## src/rtl/instr_fetch_if.sv

```systemverilog
// Memory read port of the fetch stage: one outstanding request, grant handshake and a
// single response pulse per accepted request.
interface instr_fetch_if;
  logic        mem_req;
  logic [11:0] mem_addr;
  logic        mem_gnt;
  logic        mem_rvalid;
  logic [15:0] mem_rdata;

  modport master (output mem_req, mem_addr, input mem_gnt, mem_rvalid, mem_rdata);
  modport slave  (input mem_req, mem_addr, output mem_gnt, mem_rvalid, mem_rdata);
endinterface

```

## src/rtl/instr_fetch.sv

```systemverilog
// Fetch stage: fetch PC, one-outstanding memory read FSM and an instruction FIFO toward the decoder.
// Define FETCH_PARITY_EN to check odd parity of returned words and freeze fetch on an error.
module instr_fetch #(
  parameter logic [11:0] RESET_PC   = 12'o4000,
  parameter int          FIFO_DEPTH = 2
) (
  input  logic          clock,
  input  logic          rst,
  instr_fetch_if.master mem,
  output logic          instr_valid,
  output logic [14:0]   instr,
  output logic [11:0]   pc,
  input  logic          dec_ready,
  input  logic          redirect,
  input  logic [11:0]   redirect_pc,
  input  logic          halt,
  output logic          parity_err
);
  localparam int PW = $clog2(FIFO_DEPTH);
  localparam int CW = PW + 1;
  localparam logic [CW-1:0] DEPTH_C = CW'(FIFO_DEPTH);

  typedef enum logic [1:0] {IDLE, REQ, WAIT, DRAIN} state_t;
  state_t state, state_next;

  logic [11:0]   fetch_pc, req_addr;
  logic [14:0]   fifo_instr [FIFO_DEPTH];
  logic [11:0]   fifo_pc    [FIFO_DEPTH];
  logic [PW-1:0] rd_ptr, wr_ptr;
  logic [CW-1:0] count;
  logic          stall, parity_bad, grant, push, pop;

`ifdef FETCH_PARITY_EN
  assign parity_bad = ~^mem.mem_rdata;

  always_ff @(posedge clock) begin
    if (rst) parity_err <= 1'b0;
    else if (state == WAIT && mem.mem_rvalid && !redirect && parity_bad) parity_err <= 1'b1;
  end
`else
  logic unused_parity_bit;
  assign unused_parity_bit = mem.mem_rdata[15];
  assign parity_bad        = 1'b0;
  assign parity_err        = 1'b0;
`endif

  // A parity error freezes fetch exactly like a permanent halt.
  assign stall = halt | parity_err;

  always_ff @(posedge clock) begin
    // NOTE: all sequential state uses non-blocking assignments so every flop samples pre-edge values.
    if (rst) state <= IDLE;
    else     state <= state_next;
  end

  always_comb begin
    // NOTE: default first so every path assigns state_next and no latch is inferred.
    state_next = state;
    case (state)
      IDLE:  if (!stall && (redirect || count < DEPTH_C)) state_next = REQ;
      REQ: begin
        if (mem.mem_gnt)            state_next = redirect ? DRAIN : WAIT;
        else if (redirect && stall) state_next = IDLE;
      end
      WAIT: begin
        if (mem.mem_rvalid) begin
          if (redirect)
            state_next = stall ? IDLE : REQ;
          else if (!stall && !parity_bad && (count + CW'(1)) < DEPTH_C)
            state_next = REQ;
          else
            state_next = IDLE;
        end else if (redirect) begin
          state_next = DRAIN;
        end
      end
      DRAIN: if (mem.mem_rvalid) state_next = stall ? IDLE : REQ;
      default: state_next = IDLE;
    endcase
  end

  assign mem.mem_req  = (state == REQ);
  assign mem.mem_addr = fetch_pc;

  always_comb begin
    grant       = (state == REQ) && mem.mem_gnt;
    push        = (state == WAIT) && mem.mem_rvalid && !redirect && !parity_bad;
    instr_valid = (count != '0);
    pop         = instr_valid && dec_ready && !redirect;
    instr       = instr_valid ? fifo_instr[rd_ptr] : '0;
    pc          = instr_valid ? fifo_pc[rd_ptr]    : '0;
  end

  // Redirect outranks grant and FIFO traffic; a same-edge push or pop is dropped by the flush.
  always_ff @(posedge clock) begin
    if (rst) begin
      fetch_pc <= RESET_PC;
      req_addr <= RESET_PC;
      rd_ptr   <= '0;
      wr_ptr   <= '0;
      count    <= '0;
    end else begin
      if (redirect)   fetch_pc <= redirect_pc;
      else if (grant) fetch_pc <= fetch_pc + 12'd1;
      if (grant) req_addr <= fetch_pc;
      if (redirect) begin
        rd_ptr <= '0;
        wr_ptr <= '0;
        count  <= '0;
      end else begin
        if (push) wr_ptr <= wr_ptr + PW'(1);
        if (pop)  rd_ptr <= rd_ptr + PW'(1);
        count <= count + CW'(push) - CW'(pop);
      end
    end
  end

  // NOTE: storage is not reset; instr/pc are masked by instr_valid so stale entries never show.
  always_ff @(posedge clock) begin
    if (push) begin
      fifo_instr[wr_ptr] <= mem.mem_rdata[14:0];
      fifo_pc[wr_ptr]    <= req_addr;
    end
  end
endmodule

```

## src/flat_wrapper.sv

```systemverilog
// flat-port wrapper written by rule: the top's interface ports become plain ports
module instr_fetch_flat 
#(
  parameter logic [11:0] RESET_PC   = 12'o4000,
  parameter int          FIFO_DEPTH = 2
)
  (clock, rst, instr_valid, instr, pc, dec_ready, redirect, redirect_pc, halt, parity_err, mem_mem_req, mem_mem_addr, mem_mem_gnt, mem_mem_rvalid, mem_mem_rdata);
  instr_fetch_if mem_i ();
  input  logic clock;
  input  logic rst;
  output logic instr_valid;
  output logic [14:0] instr;
  output logic [11:0] pc;
  input  logic dec_ready;
  input  logic redirect;
  input  logic [11:0] redirect_pc;
  input  logic halt;
  output logic parity_err;
  output wire logic [$bits(mem_i.mem_req)-1:0] mem_mem_req;
  output wire logic [$bits(mem_i.mem_addr)-1:0] mem_mem_addr;
  input wire logic [$bits(mem_i.mem_gnt)-1:0] mem_mem_gnt;
  input wire logic [$bits(mem_i.mem_rvalid)-1:0] mem_mem_rvalid;
  input wire logic [$bits(mem_i.mem_rdata)-1:0] mem_mem_rdata;
  assign mem_mem_req = mem_i.mem_req;
  assign mem_mem_addr = mem_i.mem_addr;
  assign mem_i.mem_gnt = mem_mem_gnt;
  assign mem_i.mem_rvalid = mem_mem_rvalid;
  assign mem_i.mem_rdata = mem_mem_rdata;
  instr_fetch #(.RESET_PC(RESET_PC), .FIFO_DEPTH(FIFO_DEPTH)) u_core (.clock(clock), .rst(rst), .mem(mem_i), .instr_valid(instr_valid), .instr(instr), .pc(pc), .dec_ready(dec_ready), .redirect(redirect), .redirect_pc(redirect_pc), .halt(halt), .parity_err(parity_err));
endmodule
```

## config.mk

```make
export PLATFORM = sky130hd
export DESIGN_NAME = instr_fetch_flat
export DESIGN_NICKNAME = d
export VERILOG_FILES = /design/src/rtl/instr_fetch_if.sv /design/src/rtl/instr_fetch.sv /design/src/flat_wrapper.sv
export SDC_FILE = /design/constraint.sdc
export NUM_CORES = 1
export LEC_CHECK = 0
export BUFFER_PORTS_ARGS = -buffer_cell sky130_fd_sc_hd__buf_2
export CAP_MARGIN = 15
export CELL_PAD_IN_SITES_DETAIL_PLACEMENT = 1
export CELL_PAD_IN_SITES_GLOBAL_PLACEMENT = 2
export CORE_ASPECT_RATIO = 0.75
export CORE_MARGIN = 2
export CORE_UTILIZATION = 38
export CTS_CLUSTER_SIZE = 14
export DETAILED_ROUTE_END_ITERATION = 6
export PLACE_DENSITY = 0.85
export SETUP_SLACK_MARGIN = 0.05
export SLEW_MARGIN = 20
export SYNTH_ARGS = -nofsm -noshare
export SYNTH_HDL_FRONTEND = slang
export SYNTH_SLANG_ARGS = --single-unit
```

## constraint.sdc

```tcl
create_clock -name clock -period 12 [get_ports clock]
set_clock_uncertainty 0.15 [all_clocks]
set_input_delay 1.2 -clock clock [delete_from_list [all_inputs] [get_ports clock]]
set_output_delay 1.2 -clock clock [all_outputs]
set_load 0.01 [all_outputs]
```

==> qor.txt, run 1 <==
Outcome -> completed
Number of global-route vias before repair -> 2490
Worst skew pair latency -> 0.33 ns
Slew HR -> 42.9%
Top FF cell, synth -> edfxtp_1
Buffers on Ports -> 74
IO Count -> 77
Post-CTS Setup Bufs -> 0
Period minus WS final -> 3.25 ns
Final hold vios -> 0
Syn nets -> 335
Crit path required time -> 10.65 ns
P_leak -> 1.62 nW
Cell Chain, Critical Path -> inv_1 -> ha_1 -> buf_4 -> nor2_1 -> buf_2
FFs w/ async S/R, synth -> 0%
Root buffer cell -> clkbuf_16
DRT iter0 DRCs -> 99
Met1 usage -> 20.0%
Number of gates resized after cts -> 0
Cells on Worst Hold Path -> 0
Layer with the highest usage -> met2
Post-synthesis cell type count -> 45
First-pass GRT wire length -> 12500 microns
Cell Pwr Density -> 145 mW/mm^2
Register area share after synthesis -> 62.8%
Ant. Diodes -> 0
HP Class -> reg2reg
Synth Cell Area -> 0.00357 sq mm
CTS tree -> yes
Met2 usage -> 28.1%
FF+latch count, synth -> 85
Worst-path clk slew -> 0.06 ns
Wire per inst -> 15.8 microns
H-tree levels -> 3
DRC Markers -> 0
Avg Inst Size Synth -> 12.1 sq um
DIE AREA -> 0.0102 sq mm
Commonest non-fill, non-tap cells in the layout -> buf_2, edfxtp_1, nand2_1
First-pass DRT Iterations -> 4
Maximum clock frequency -> 308 MHz
Register-to-Register Path Depth -> 11
CTS Buffer Depth -> 2
Synth warn -> 0
DIE WIDTH -> 116 microns
CTS buffer count -> 9
Max-cap violations -> 0
Nets@finish -> 406
Detailed Route WL -> 7880 microns
Crit path launch type -> flop
CP Capture Type -> output port
DRT antenna net count -> 0
Worst VDD drop -> 0.0000627 V
Largest stage delay on the critical path -> 0.57 ns
RSZ-0062 raised after global routing -> no
Worst EP arrival -> 1.90 ns
# setup viols final -> 0
Layout area overhead -> 21.5%
Synthesized instance count -> 296
Leading cell type in the layout, fill and taps excluded -> buf_2
Total power -> 0.627 mW
Slowest cell on crit path -> ha_1
Layout cells sized above 1 -> 28.8%
Rows -> 30
Largest net degree at the start of global routing -> 32
CTS Sinks -> 85
Max-slew violations -> 0
Hold buffer count at CTS -> 0
Die height -> 87.9 microns
Core area -> 0.00908 sq mm
Worst Max-Slew Pin Slew -> 0.856 ns
Setup TNS -> 0 ns
GR Util met3 -> 4.50%
Grt total ovfl -> 0
WS Path Type -> reg2out
Gpl congestion -> 0.739
Post-layout util -> 47.7%
Final worst path period share -> 27.0%
EDFF count, synth -> 54
Tot GR Track Use -> 16.2%
Routed vias/inst -> 4.88
Via count -> 2438
Antenna violations before repair -> 0
HPWL Detailed -> 5320 microns
Initial Util -> 39.3%
Crit Path Max Fanout -> 15
critical path: cells and delay by family (launching register included):
kind / cells / cell delay [ns]
simple gates: 1 / 0.09
buf+inv: 3 / 0.57
fa+ha+maj: 1 / 0.57
flops: 1 / 0.33
cell usage after synthesis, drive strengths merged, types with 3 or more instances:
library cell	n	area, sq um
inv	9	33.8
nor3	10	81.3
nor2	35	131
o22ai	3	18.8
a311oi	3	32.5
buf	9	56.3
and2	3	18.8
nand2	38	143
edfxtp	54	1620
nor4	4	43.8
a211oi	3	22.5
clkbuf	8	30.0
dfxtp	31	621
xnor2	13	114
mux2i	27	270
a21oi	19	95.1
ha	4	50.1
per-stage QoR:
step	area [sq um]	instances	hold WS [ns]	worst slack (ns)
after floorplan	3570	296	0.275	7.31
after global placement	4040	484	0.284	8.84
after detailed placement	4040	484	0.296	8.79
after CTS	4340	500	0.308	8.70
after global routing	4340	500	0.325	8.62
final	4340	500	0.307	8.75
state kept, by name (all words and copies together) (netlist names), named ones only:
name	cells
u_core.state	2
u_core.rd_ptr	1
u_core.req_addr	12
u_core.wr_ptr	1
u_core.fifo_instr	30
u_core.fifo_pc	24
u_core.count	2
u_core.mem.mem_addr	12
power breakdown:
part	total, mW	internal, mW	leakage [nW]	switching, mW
clock network	0.270	0.161	0.137	0.109
logic	0.0345	0.0142	0.716	0.0203
registers	0.322	0.315	0.772	0.00697
total	0.627	0.490	1.62	0.136
cell families (layout without fill, tap and decap cells):
kind of cell | Yosys count | in the layout | synth area share [%]
other | 1 | 1 | 0.105
xor gates and xnor gates | 13 | 13 | 3.19
DFF | 85 | 85 | 62.8
adders and majority gates | 4 | 4 | 1.40
and+or+nand+nor | 102 | 102 | 14.7
AOI/OAI and AO/OA | 38 | 38 | 6.91
muxes | 27 | 27 | 7.57
buffers and inverters | 26 | 102 | 3.36
routing by layer:
| metal | share of wire [%] | vias up |
|---|---|---|
| li1 | - | 1186 |
| met1 | 45 | 1187 |
| met2 | 49 | 56 |
| met3 | 5.0 | 9 |
| met4 | 1.0 | 0 |
| met5 | 0 | - |
worst paths after layout:
kind / slack [ns] / start / to
max: 8.75 / u_core.count[1]$_SDFF_PP0_ / instr[11]
min: 0.31 / u_core.req_addr[1]$_SDFFE_PP0P_ / u_core.fifo_pc[1][1]$_DFFE_PP_
max reg2reg: 9.24 / u_core.count[1]$_SDFF_PP0_ / u_core.count[1]$_SDFF_PP0_
min reg2reg: 0.31 / u_core.req_addr[1]$_SDFFE_PP0P_ / u_core.fifo_pc[1][1]$_DFFE_PP_
layout make-up:
cell class              count  area, sq um
clock buffers              10          229
clock inverters             6         62.6
repair buffers             77          393
inverters                   9         33.8
multi-input cells         185         1210
well taps                 128          160
flip-flops and latches     85         2240
fillers                  1013         4750
Power figures use the tool's default switching activity.
==> run 2: changes to the inputs <==
Settings changed: CORE_UTILIZATION 38 to 35, PLACE_DENSITY 0.85 to 0.79.
Clock period 12 ns to 3.35 ns, I/O delays scaled along.
==> run 2 against run 1 <==
- via count is 0.33% lower
- critical endpoint is now pc[6]
- final cell count is 0.80% higher
- sequential cell count stayed put
- combinational power grew to 3.6 times the previous value
- first-iteration DRC count is 9.1% lower
- total power grew to 3.8 times the previous value
- largest power group unchanged
- register-to-register slack worse by 7.9 ns
- sequential power grew to 3.6 times the previous value
- die area is 8.2% higher
- setup slack worse by 7.7 ns
- clock power grew to 4.0 times the previous value
- routed wire length is 1.5% lower
==> qor.txt, run 2 (synthesized netlist as in run 1, its figures left out) <==
Max-slew violations -> 0 (unchanged)
Total power -> 2.36 mW (+280%)
Wire per inst -> 15.4 microns (-2.3%)
DIE AREA -> 0.0110 sq mm (+8.2%)
Buffers on Ports -> 74 (unchanged)
DIE WIDTH -> 121 microns (+4.1%)
Top Registers -> u_core.fifo_instr (30), u_core.fifo_pc (24)
Detailed Route WL -> 7760 microns (-1.5%)
Core area -> 0.00977 sq mm (+7.6%)
Leading cell type in the layout, fill and taps excluded -> buf_2
Placed cells -> 488 (+0.83%)
WHS Endpoint -> u_core.fifo_instr[0][6]$_DFFE_PP_
Commonest non-fill, non-tap cells in the layout -> buf_2, edfxtp_1, nand2_1
Register-to-Register Path Depth -> 10 (-1)
Number of gates resized after cts -> 0 (unchanged)
First-pass GRT wire length -> 12800 microns (+3.0%)
Ant. Diodes -> 0 (unchanged)
Initial Util -> 36.5% (-2.8 points)
Routed vias/inst -> 4.82 (-1.1%)
Via count -> 2430 (-0.33%)
Worst-path clk slew -> 0.07 ns (about the same)
Final worst path period share -> 67.3%
Post-layout util -> 44.9% (-2.8 points)
Nets@finish -> 406 (unchanged)
Hold_ws -> 0.0351 ns (-0.271 ns)
Rows -> 31 (+3.3%)
Largest net degree at the start of global routing -> 32 (unchanged)
Worst EP arrival -> 1.77 ns (-0.13 ns)
Layout cells sized above 1 -> 29.3% (+0.54 points)
Maximum clock frequency -> 444 MHz
Worst slack, placed -> 0.939 ns (-7.85 ns)
Worst skew pair latency -> 0.33 ns (about the same)
Slowest cell on crit path -> dfxtp_2
HPWL Detailed -> 5170 microns (-2.8%)
Period minus WS final -> 2.25 ns
R2R Path Start -> u_core.count[1]$_SDFF_PP0_
CTS Buffer Depth -> 2 (unchanged)
Largest stage delay on the critical path -> 0.91 ns (+0.34 ns)
CTS tree -> yes
RSZ-0062 raised after global routing -> no
R2R Setup Slk -> 1.33 ns (-7.91 ns)
Register name with the most flops -> u_core.fifo_instr
Hold buffer count at CTS -> 0 (unchanged)
IO Count -> 77 (unchanged)
Setup TNS -> 0 ns (unchanged)
Outcome -> completed
DRT iter0 DRCs -> 90 (-9.1%)
Post-CTS Setup Bufs -> 0 (unchanged)
Die height -> 91.5 microns (+4.0%)
H-tree levels -> 3 (unchanged)
Grt total ovfl -> 0 (unchanged)
Final hold vios -> 0 (unchanged)
Max-cap violations -> 0 (unchanged)
WS Path Type -> reg2out
Placed cell area -> 0.00406 sq mm (+0.34%)
HP Class -> in2reg
Final instance area -> 0.00439 sq mm (+1.2%)
Number of global-route vias before repair -> 2548 (+2.3%)
Layout area overhead -> 22.9%
CP bufs+invs -> 1 (-2)
CTS buffer count -> 9 (unchanged)
Reg2Reg Capture Point -> u_core.count[1]$_SDFF_PP0_
Crit Path Max Fanout -> 27 (+12)
Worst VDD drop -> 0.000229 V (+260%)
Max reg flops -> 30 (unchanged)
Hold Path Origin -> mem_mem_rdata[6]
Worst Max-Slew Pin Slew -> 0.890 ns (+0.0345 ns)
CP Capture Type -> output port
CP top delay family -> flip-flops
Layout Cells excl Fill -> 504 (+0.80%)
Setup WS post-layout -> 1.10 ns (-7.66 ns)
# setup viols final -> 0 (unchanged)
DRT antenna net count -> 0 (unchanged)
P_leak -> 1.64 nW (+1.1%)
Gpl congestion -> 0.730 (-1.3%)
Crit path required time -> 2.86 ns (-7.79 ns)
Antenna violations before repair -> 0 (unchanged)
Root buffer cell -> clkbuf_16
Cells on Worst Hold Path -> 1 (+1)
CTS Sinks -> 85 (unchanged)
Slew HR -> 40.6% (-2.3 points)
Crit path launch type -> flop
DRC Markers -> 0 (unchanged)
Cell Pwr Density -> 538 mW/mm^2 (+270%)
First-pass DRT Iterations -> 4 (unchanged)
Cell Chain, Critical Path -> mux2i_1 -> nor2_1 -> buf_2
Tot GR Track Use -> 15.2% (-0.97 points)
run 2: cell type report:
type | count | area, sq um
fillers | 1078 | 5390
flip-flops and latches | 85 | 2240
multi-input cells | 185 | 1220
repair buffers | 77 | 393
clock buffers | 9 | 225
well taps | 132 | 165
clock inverters | 7 | 104
inverters | 9 | 33.8
run 2: report_power, final:
group	internal [mW]	switching [mW]
registers	1.13	0.0252
clock network	0.663	0.418
logic	0.0507	0.0725
total	1.84	0.516
run 2: worst max path at each step:
stage | slack (ns) | cells past startpoint | to
6_report | 1.10 | 3 | pc[6]
5_1_grt | 0.97 | 3 | pc[6]
4_1_cts | 1.04 | 3 | instr[7]
3_5_place_dp | 0.94 | 9 | u_core.count[1]$_SDFF_PP0_
3_3_place_gp | 1.03 | 9 | u_core.count[1]$_SDFF_PP0_
2_1_floorplan | 0.64 | 2 | u_core.fifo_instr[0][0]$_DFFE_PP_
run 2: worst register-to-register path, cell delays in order (launching register included):
cell	delay, ns
dfxtp_1	0.31
inv_1	0.08
ha_1	0.18
inv_1	0.05
and3_1	0.17
ha_1	0.28
inv_1	0.04
ha_1	0.18
xnor2_1	0.23
xnor2_1	0.16
nor3_1	0.06
run 2: routing by layer:
| metal | global-route usage, % | up-vias | part of all wire (%) |
|---|---|---|---|
| met5 | 0 | - | 0 |
| met3 | 5.03 | 8 | 5.7 |
| li1 | - | 1183 | - |
| met4 | 4.94 | 0 | 1.1 |
| met2 | 25.9 | 57 | 48 |
| met1 | 18.2 | 1182 | 45 |
